[config.mk]
export PLATFORM = sky130hd
export DESIGN_NAME = evm_input_conditioner
export DESIGN_NICKNAME = d
export VERILOG_FILES = /design/src/rtl/evm_pkg.sv /design/src/rtl/evm_debounce.sv /design/src/rtl/evm_input_conditioner.sv
export SDC_FILE = /design/constraint.sdc
export NUM_CORES = 1
export LEC_CHECK = 0
export BUFFER_PORTS_ARGS = -buffer_cell sky130_fd_sc_hd__buf_2
export CORE_ASPECT_RATIO = 1.5
export CORE_MARGIN = 2
export CORE_UTILIZATION = 55
export DETAILED_ROUTE_END_ITERATION = 10
export GPL_TIMING_DRIVEN = 0
export PLACE_DENSITY = 0.71
export SYNTH_ARGS = -nofsm -noshare
export SYNTH_HDL_FRONTEND = slang
export SYNTH_HIERARCHICAL = 1
export SYNTH_SLANG_ARGS = --single-unit
[constraint.sdc]
create_clock -name clk -period 2.12 [get_ports clk]
set_clock_uncertainty 0.2 [all_clocks]
set_input_delay 0.106 -clock clk [delete_from_list [all_inputs] [get_ports clk]]
set_output_delay 0.106 -clock clk [all_outputs]
set_load 0.02 [all_outputs]
[src/rtl/evm_pkg.sv]
// Shared definitions for the EVM input conditioning front end: arbitration
// state encoding, default debounce sizing and candidate indices.
package evm_pkg;

  typedef enum logic [1:0] {
    LOCKED = 2'd0,
    ARMED  = 2'd1,
    VOTED  = 2'd2,
    MULTI  = 2'd3
  } arb_state_t;

  localparam int DEFAULT_CNT_WIDTH       = 20;
  localparam int DEFAULT_DEBOUNCE_CYCLES = 1000000;

  localparam int CAND_1         = 1;
  localparam int CAND_2         = 2;
  localparam int CAND_3         = 3;
  localparam int NUM_CANDIDATES = 3;

  function automatic logic is_onehot3(input logic [2:0] v);
    return (v == 3'b001) || (v == 3'b010) || (v == 3'b100);
  endfunction

endpackage

[src/rtl/evm_debounce.sv]
// One-bit 2-FF synchroniser followed by a hold-time debouncer. The level
// moves to the synchronised value only after it has held for DEBOUNCE_CYCLES.
module evm_debounce
  import evm_pkg::*;
#(
  parameter int CNT_WIDTH       = DEFAULT_CNT_WIDTH,
  parameter int DEBOUNCE_CYCLES = DEFAULT_DEBOUNCE_CYCLES
) (
  input  logic clk,
  input  logic rst,
  input  logic raw,
  output logic level
);

  localparam logic [CNT_WIDTH-1:0] CNT_LAST = CNT_WIDTH'(DEBOUNCE_CYCLES - 1);

  logic                 meta;
  logic                 sync;
  logic                 stable;
  logic [CNT_WIDTH-1:0] cnt;

  always_ff @(posedge clk or negedge rst) begin
    if (!rst) begin
      meta   <= 1'b0;
      sync   <= 1'b0;
      stable <= 1'b0;
      cnt    <= '0;
    end else begin
      meta <= raw;
      sync <= meta;
      // A return to the stable level at any point restarts the hold window.
      if (sync == stable) begin
        cnt <= '0;
      end else if (cnt == CNT_LAST) begin
        stable <= sync;
        cnt    <= '0;
      end else begin
        cnt <= cnt + 1'b1;
      end
    end
  end

  assign level = stable;

endmodule

[src/rtl/evm_input_conditioner.sv]
// Conditions raw EVM buttons/switches into clean levels and arbitrates the
// vote buttons into single one-hot vote pulses, one per armed voter session.
module evm_input_conditioner
  import evm_pkg::*;
#(
  parameter int CNT_WIDTH       = DEFAULT_CNT_WIDTH,
  parameter int DEBOUNCE_CYCLES = DEFAULT_DEBOUNCE_CYCLES
) (
  input  logic       clk,
  input  logic       rst,
  input  logic [2:0] btn_vote_raw,
  input  logic       sw_on_raw,
  input  logic       sw_ready_raw,
  input  logic       sw_done_raw,
  input  logic       sw_winner_raw,
  input  logic [1:0] sw_results_raw,
  output logic       vote_candidate_1,
  output logic       vote_candidate_2,
  output logic       vote_candidate_3,
  output logic       switch_on_evm,
  output logic       candidate_ready,
  output logic       voting_session_done,
  output logic       display_winner,
  output logic [1:0] display_results,
  output logic       ballot_armed,
  output logic       multi_press_err,
  output logic [1:0] arb_state
);

  localparam int NUM_INPUTS = 9;

  logic [NUM_INPUTS-1:0] raw_vec;
  logic [NUM_INPUTS-1:0] deb_vec;

  assign raw_vec = {sw_results_raw, sw_winner_raw, sw_done_raw,
                    sw_ready_raw, sw_on_raw, btn_vote_raw};

  for (genvar g = 0; g < NUM_INPUTS; g++) begin : g_deb
    evm_debounce #(
      .CNT_WIDTH       (CNT_WIDTH),
      .DEBOUNCE_CYCLES (DEBOUNCE_CYCLES)
    ) u_deb (
      .clk   (clk),
      .rst   (rst),
      .raw   (raw_vec[g]),
      .level (deb_vec[g])
    );
  end

  logic [2:0] btn_deb;
  assign btn_deb             = deb_vec[2:0];
  assign switch_on_evm       = deb_vec[3];
  assign candidate_ready     = deb_vec[4];
  assign voting_session_done = deb_vec[5];
  assign display_winner      = deb_vec[6];
  assign display_results     = deb_vec[8:7];

  logic [2:0] btn_prev;
  logic       ready_prev;
  logic [2:0] btn_press;
  logic       any_press;
  logic       all_released;
  logic       ready_rise;

  assign btn_press    = btn_deb & ~btn_prev;
  assign any_press    = |btn_press;
  assign all_released = (btn_deb == 3'b000);
  assign ready_rise   = candidate_ready & ~ready_prev;

  arb_state_t state_q, state_d;
  logic [2:0] vote_q, vote_d;
  logic       err_q, err_d;

  always_ff @(posedge clk or negedge rst) begin
    if (!rst) begin
      state_q    <= LOCKED;
      vote_q     <= 3'b000;
      err_q      <= 1'b0;
      btn_prev   <= 3'b000;
      ready_prev <= 1'b0;
    end else begin
      state_q    <= state_d;
      vote_q     <= vote_d;
      err_q      <= err_d;
      btn_prev   <= btn_deb;
      ready_prev <= candidate_ready;
    end
  end

  always_comb begin
    state_d = state_q;
    vote_d  = 3'b000;
    err_d   = 1'b0;
    if (!switch_on_evm) begin
      state_d = LOCKED;
    end else begin
      case (state_q)
        LOCKED: if (ready_rise && all_released) state_d = ARMED;
        ARMED: begin
          if (any_press) begin
            // Any press that leaves more than one button down is a rejected ballot.
            if (is_onehot3(btn_deb)) begin
              vote_d  = btn_deb;
              state_d = VOTED;
            end else begin
              err_d   = 1'b1;
              state_d = MULTI;
            end
          end
        end
        VOTED:   if (all_released) state_d = LOCKED;
        MULTI:   if (all_released) state_d = ARMED;
        default: state_d = LOCKED;
      endcase
    end
  end

  assign vote_candidate_1 = vote_q[CAND_1-1];
  assign vote_candidate_2 = vote_q[CAND_2-1];
  assign vote_candidate_3 = vote_q[CAND_3-1];
  assign multi_press_err  = err_q;
  assign ballot_armed     = (state_q == ARMED) && switch_on_evm;
  assign arb_state        = state_q;

endmodule

* Word level (Yosys, flattened, before mapping)
Cells that the tools add are included.
Cells by class: bitwise logic cells 13, add/sub/neg operators 9, multiplexer cells 33, equality and inequality tests 28, reductions and logical operators 17
Operators by type and width (count):
- 2-to-1 mux 20 bit | 18
- adder 20 x 1 -> 20 bit (second input constant) | 9
- equality test 20 bit (second input constant) | 9
- AND reduction 2 bit | 9
- 2-to-1 mux 3 bit | 4
- != test 3 bit (second input constant) | 4
- 2-to-1 mux 2 bit | 5
- NOT 1 bit | 10
- equality test 1 bit | 9
- case mux 2 bit (4 select lines) | 1
- 2-to-1 mux 1 bit | 5
- equality test 2 bit (second input constant) | 2
- AND reduction 4 bit | 1
- AND 3 bit | 1
- equality test 3 x 1 -> 1 bit (second input constant) | 1
- equality test 3 x 2 -> 1 bit (second input constant) | 1
- equality test 3 bit (second input constant) | 1
- logical NOT 3 bit | 1
- NOT 3 bit | 1
- OR reduction 3 bit | 1
- equality test 2 x 1 -> 1 bit (second input constant) | 1
- logical AND 1 bit | 2
- logical NOT 2 bit | 1
- logical OR 1 bit | 2
- AND 1 bit | 1
Storage, ports and cells: input port bits 11, output and inout bits 13, flip-flop bits (word level) 217

* Longest topological paths before layout
Gate-level depths: netlist of run 1.
depth after elaboration 7, mapped depth 6, mapped depth without buffers 5

* By module
Netlist of run 1, hierarchy kept.
By module, submodules not included:
- evm_debounce | sequential area each 575.6 um2, area each 1114.8 um2, cells each 108, instances 9
- evm_input_conditioner | sequential area each 250.2 um2, area each 406.6 um2, cells each 32, instances 1

* Worst setup path after synthesis of run 1
OpenSTA, ideal clock, no wires.
path kind register to register, from reg g_deb[3].u_deb.cnt[4], to reg g_deb[3].u_deb.cnt[17], cell stages (with the launch flop) 5, arrival 1.541 ns, data required time 1.842 ns, setup slack 0.301 ns, buffers on the path 0, cell sequence dfrtp_1 > nand4_4 > or4_1 > or3_1 > a21oi_1
Between the ends: cells in the longest elaborated chain, start to end 3, elaborated cells between the ends (all ways) 4, those cells by class 1 x add/sub; 1 x eq/ne; 2 x mux
Ends and longest elaborated chain:
- from (decl) | RTL line evm_debounce.sv:20 | logic [CNT_WIDTH-1:0] cnt;
- from (signal assigned) | RTL line evm_debounce.sv:38 | cnt <= cnt + 1'b1;
- adder 20 x 1 -> 20 bit / equality test 20 bit (equally long branches) | RTL line evm_debounce.sv:38, evm_debounce.sv:34
- 2-to-1 mux 20 bit * | RTL line evm_debounce.sv:34 | end else if (cnt == CNT_LAST) begin
- 2-to-1 mux 20 bit * | RTL line evm_debounce.sv:32 | if (sync == stable) begin
Mark *: on every way between the ends. The rest lies on a longest branch, timed or not. A chain may end at the register's enable or synchronous reset.

* Worst setup path after layout of run 1
from reg g_deb[4].u_deb.cnt[8], to reg g_deb[4].u_deb.cnt[17]
Between the ends: cells in the longest elaborated chain, start to end 3, elaborated cells between the ends (all ways) 4, those cells by class 1 x add/sub; 1 x eq/ne; 2 x mux
Ends and longest elaborated chain (RTL line):
- from (decl) | evm_debounce.sv:20
- from (signal assigned) | evm_debounce.sv:38
- adder 20 x 1 -> 20 bit / equality test 20 bit (equally long branches) | evm_debounce.sv:38, evm_debounce.sv:34
- 2-to-1 mux 20 bit * | evm_debounce.sv:34
- 2-to-1 mux 20 bit * | evm_debounce.sv:32
Marked as above.

==> reports/metrics.cfg, run 1 <==
[setup_path]
worstPathRequired_ps = 2330
worst-setup-path-type = reg -> reg
worstReg2RegStart = g_deb[4].u_deb/cnt[8]
startpoint = g_deb[4].u_deb/cnt[8]
crit_path_end_kind = flop
cp_data_arrival_time_ps = 2250
path_max_fanout = 6
worstSetupStartpointType = flop

[logic_synthesis]
syn-instance-count = 1004
synth_area_leaders = dfrtp_1, xnor2_1, nor2_1
synth_nets = 1024
seq_area_frac_synth_pct = 52.01
yosys_register_bits = 217
synth_top_area_share_pct = 52.01
syn_area_per_cell_sq_um = 10.40
synth.distinct_cells = 34
synth_area_sq_um = 10440
yosys_warnings = 6
yosys.area.top_type = dfrtp_1

[power]
vdd_ir_drop_max_uv = 656.5
leakagePower_uw = 0.005125
powerDensity_nw_per_um2 = 714.2
p_sw_uw = 1821
swShare_pct = 20.96
pwr-share-clk_pct = 47.6
p_total_uw = 8687
intPower_uw = 6866
p_seq_share_pct = 49.0
p_comb_share_pct = 3.4

[clock_network]
clkLatencyLatePin_ps = 500
cts_buffers = 22
path_clk_slew_ps = 60
clock-sinks = 217
cts_root_buf = clkbuf_16
clockBufferDepth = 3
cts_tree = yes
htree_levels = 1

[floorplan]
die_h_um = 172.7
ioPinCount = 24
core_sq_um = 18550
start_util_pct = 56.29
die_area_sq_um = 20120
dieWidth_um = 116.5
row_count = 61

[final_layout]
final_common_cell = dfrtp_1
layout_common_cells = dfrtp_1, nor2_1, xnor2_1
nNetsFinal = 1102
antenna_cells = 0
drive_above_1_share_pct = 13.76
syn_to_final_growth_pct = 16.50
fin_cells = 1349

[placement]
place.gp.congestion = 0.8036
numPortBuffers = 23
hpwl_mm = 12.53
place_ws_ps = -89.96
dp_cells = 1280

[drt]
avgRoutedWirePerCell_um = 14.34
route.detailed.drc = 0
drt_iter0_markers = 329
drt_first_pass_iters = 5
antenna_left = 0
via_per_inst = 5.540
vias = 7473
wirelength_mm = 19.35

[global_routing]
grt_usage_pct = 19.91
antenna_found_initial = 0
grt_first_pass_wirelength_mm = 34.04
grt_max_degree = 128
overflow = 0
grt_pass1_vias = 7603

[sta]
max_freq_mhz = 491.7
setup_viol = 0
slew_headroom_pct = 54.60
rsz0062_at_grt = true
final-hold-violation-count = 9
hold_ws_ps = -10.43
fin_crit_sh_pct = 95.93
drv_slew = 0
period_needed_ps = 2034
finalWorstSetupSlack_ps = 86.30
setup_tns_ps = 0
worstMarginPinSlew_ps = 681.0

[run_status]
status = finished, violations left
violations = hold timing

[min_path]
hp-class = in -> async

[job]
maxCapViolCount = 0

==> synthesized netlist by cell type <==
library cell,count
a31oi_1,1
nand2_1,54
nand4_1,27
and3_1,9
and3b_1,1
nor4_2,9
xnor2_1,100
nor3_1,46
o31ai_1,2
and2_1,9
or3b_1,1
mux2_2,9
and4_1,18
nor2b_1,2
o21ai_2,9
a21oi_1,19
nor4b_1,20
xor2_1,45
nor2_1,174
nor2b_4,2
a311oi_1,1
nand4_4,9
ha_1,9
nor4_1,36
mux2i_1,18
o21ai_0,19
dfrtp_1,217
buf_2,9
or3_1,19
or4_1,9
nand3_1,54
nand2b_1,1
nand4_2,9
inv_1,37
==> final timing paths <==
kind	endpoint	slack, ps	cells after the start
max	g_deb[4].u_deb/cnt[17]	90	4
min in group clk	g_deb[3].u_deb/meta	50	2
min reg2reg	g_deb[2].u_deb/sync	150	0
max in group asynchronous	g_deb[4].u_deb/cnt[0]	670	3
max reg2reg	g_deb[4].u_deb/cnt[17]	90	4
min	g_deb[5].u_deb/cnt[2]	-10	2
==> worst max-delay path, cell delays in order (launching register included) <==
cell and delay, ps:
dfrtp_1 500, nand4_4 200, or4_1 570, or3_1 330
a21oi_1 160
==> cell type report <==
cell class	instances	area (sq um)
repair buffers	54	402.9
well taps	252	315.3
clock buffers	31	665.6
flip-flops and latches	217	5434
plain buffers	9	50.05
multi-input cells	741	5030
inverters	37	138.9
fillers	1500	6384
clock inverters	8	126.4
==> power groups by stage <==
| stage | combinational [uW] | clock, uW | sequential, uW |
|---|---|---|---|
| final | 294 | 4130 | 4260 |
| after global routing | 340 | 4400 | 4270 |
| after CTS | 275 | 4240 | 4260 |
| after detailed placement | 251 | 0 | 4330 |
| after global placement | 240 | 0 | 4330 |
| after floorplan | 119 | 0 | 4320 |
==> what timing repair did <==
action                                  CTS  global route
resized for setup                         7            29
pin swaps                                 1            16
hold endpoints to repair                 99             0
hold buffers                             10             0
endpoints found under the setup margin   39           105
buffers inserted                          1            19
==> kinds of logic (layout without fill, tap and decap cells) <==
group	Yosys count	in the layout	share of synthesized area (%)
xor gates and xnor gates	145	145	12.16
AOI/OAI and AO/OA	51	51	2.864
muxes	27	27	2.697
adders and majority gates	9	9	1.079
and+or+nand+nor	509	509	27.42
DFF	217	217	52.01
buffers and inverters	46	139	1.762
==> per-layer routing <==
layer  wire length [um]  global-route usage, %  vias up
li1                   -                      -     3682
met5                  0                      0        -
met2              10230                  35.78       92
met1               8233                  25.12     3667
met3                509                  2.348       32
met4                369                  5.109        0
==> state kept, by name, indices dropped and copies added, names as in the netlist <==
register and count:
g_deb.u_deb/cnt 180, g_deb.u_deb/level 9, g_deb.u_deb/meta 9, g_deb.u_deb/sync 9, btn_prev 3, vote_q 3
arb_state 2, multi_press_err 1, ready_prev 1
==> stage by stage <==
stage	area, sq um	hold WS [ps]	util (%)
after CTS	11860	23.68	63.95
after floorplan	10440	-389.6	-
after global placement	10870	14.41	58.61
final	12160	-10.43	65.58
after global routing	12160	35.67	65.58
after detailed placement	10910	-41.34	58.81
No activity file was read; power rests on OpenSTA's default activity.
==> run 2: changes to the inputs <==
- BUFFER_PORTS_ARGS: -buffer_cell sky130_fd_sc_hd__buf_2 -> unset
- DONT_BUFFER_PORTS: unset -> 1
- PLACE_DENSITY: 0.71 -> 0.7
==> run 2 against run 1 <==
  * The run still ends with hold timing left
  * Final area down 1.1%
  * Global-route usage is 0.26 points lower
  * Clock power shrank 2%
  * Maximum frequency fell by 0.54%
  * Via count decreased by 1.1%
  * Power fell by 1.8%
  * Clock-buffer cell count rose by 1
  * Worst hold slack got worse by 900 ps
  * Final cell count is 1.3% lower
  * Wire length about the same
  * Setup slack got worse by 11 ps
  * Sequential share of layout area increased by 0.48 points
  * Largest cell class unchanged
  * Largest power group unchanged
==> reports/metrics.cfg, run 2 (synthesis results as in run 1) <==
[drt]
dr.max_layer_used = met4
wirelength_mm = 19.35
via_per_inst = 5.550
wirelength_met1_mm = 8.387
dr_wl_met3_um = 588
antenna_left = 0
drt_first_pass_iters = 4
drt_iter0_markers = 333
avgRoutedWirePerCell_um = 14.53
wl_met2_mm = 10.05
vias = 7393
route.detailed.drc = 0

[sta]
setup_viol = 0
final-hold-violation-count = 217
slew_headroom_pct = 55.42
worstMarginPinSlew_ps = 663.0
rsz0062_at_grt = true
period_needed_ps = 2045
drv_slew = 0
fin_crit_sh_pct = 96.45
max_freq_mhz = 489.0
hold_ws_ps = -906.3

[global_routing]
overflow = 0
antenna_found_initial = 0
grt_first_pass_wirelength_mm = 33.32
grt_usage_pct = 19.64
grt_pass1_vias = 7406
grt_max_degree = 218

[run_status]
status = finished, violations left
violations = hold timing

[setup_path]
path_cells = ha_1 -> and3_1 -> nand4_1 -> nor2_1 -> mux2_2
cp_top_family = simple AND/OR/NAND/NOR gates
path_max_fanout = 5
worstPathRequired_ps = 2300
rrSetupSlack_ps = 80
critPathBufInv = 0
r2r-end = g_deb[8].u_deb/level
critPathSlowestCell = dfrtp_1
worstSetupStartpointType = flop
crit_path_end_kind = flop
cpPeakStageDelay_ps = 420
cp_data_arrival_time_ps = 2220
worst-setup-path-type = reg -> reg
worstReg2RegStart = g_deb[8].u_deb/cnt[0]
startpoint = g_deb[8].u_deb/cnt[0]
r2r_cells = 5

[placement]
place.gp.congestion = 0.7882
dp_cells = 1256
numPortBuffers = 0
hpwl_mm = 12.37

[final_layout]
largest_reg_flops = 180
top_register = g_deb.u_deb/cnt
fin_cells = 1332
syn_to_final_growth_pct = 15.23
nFillCells = 1502
nNetsFinal = 1085
layout_common_cells = dfrtp_1, nor2_1, xnor2_1
final_common_cell = dfrtp_1
antenna_cells = 0
drive_above_1_share_pct = 11.20

[clock_network]
clock-sinks = 217
cts_tree = yes
clkLatencyLatePin_ps = 510
cts_hold_buf = 18
cts_root_buf = clkbuf_16
clockBufferDepth = 3
cts_buffers = 22
path_clk_slew_ps = 60
htree_levels = 1

[floorplan]
dieWidth_um = 116.5
die_h_um = 172.7
die_area_sq_um = 20120
row_count = 61
ioPinCount = 24
core_sq_um = 18550
start_util_pct = 56.29

[min_path]
hp-class = in -> async

[power]
leakagePower_uw = 0.004984
vdd_ir_drop_max_uv = 622.0
powerDensity_nw_per_um2 = 709.3

[job]
maxCapViolCount = 0

==> run 2: repair_timing <==
item	4_1_cts	5_1_grt
setup buffers	0	19
endpoints found under the setup margin	49	103
gates resized for setup	7	22
hold endpoints to repair	226	217
pin swaps	2	11
==> run 2: routing by layer <==
| layer | track usage, % | vias to the layer above |
|---|---|---|
| met2 | 34.76 | 62 |
| met4 | 5.308 | 0 |
| met1 | 24.44 | 3655 |
| li1 | - | 3652 |
| met3 | 3.435 | 24 |
| met5 | 0 | - |
==> run 2: worst register-to-register path: stages (launching register included) <==
cell	delay [ps]
dfrtp_1	420
ha_1	260
and3_1	240
nand4_1	200
nor2_1	260
mux2_2	360
==> run 2: worst max-delay path by stage <==
stage	end	slack, ps	cells after the start
floorplan	g_deb[3].u_deb/cnt[17]	300	4
global route	g_deb[3].u_deb/cnt[18]	-30	5
finish	g_deb[8].u_deb/level	80	5
global placement	g_deb[4].u_deb/cnt[9]	-30	6
CTS	g_deb[1].u_deb/cnt[12]	1	6
detailed placement	g_deb[8].u_deb/cnt[13]	-50	6
==> run 2: where the power goes <==
group | leakage (uW) | internal, uW | switching [uW]
combinational | 0.00164 | 103 | 108
clock | 0.000378 | 2520 | 1540
sequential | 0.00296 | 4200 | 58.4
total | 0.00498 | 6820 | 1710
==> run 2: area by class of cell <==
class | instances | area [sq um] | area share (%)
Multi-Input combinational cell | 741 | 5001 | 41.57
Buffer | 9 | 47.55 | 0.3952
Clock inverter | 7 | 112.6 | 0.9360
Sequential cell | 217 | 5433 | 45.16
Tap cell | 252 | 315.3 | 2.621
Inverter | 37 | 138.9 | 1.154
Timing Repair Buffer | 37 | 322.8 | 2.683
Clock buffer | 32 | 659.4 | 5.481
==> run 2: stage by stage <==
stage	util [%]	cell area (sq um)	worst slack [ps]	setup TNS (ps)	total power [uW]
2_1_floorplan	-	10440	301.3	0	4441
3_3_place_gp	57.99	10760	-25.88	-278.8	4480
3_5_place_dp	57.99	10760	-49.79	-1191	4485
4_1_cts	63.40	11760	1.153	0	8642
5_1_grt	64.87	12030	-29.07	-40.17	8872
6_report	64.87	12030	75.18	0	8533
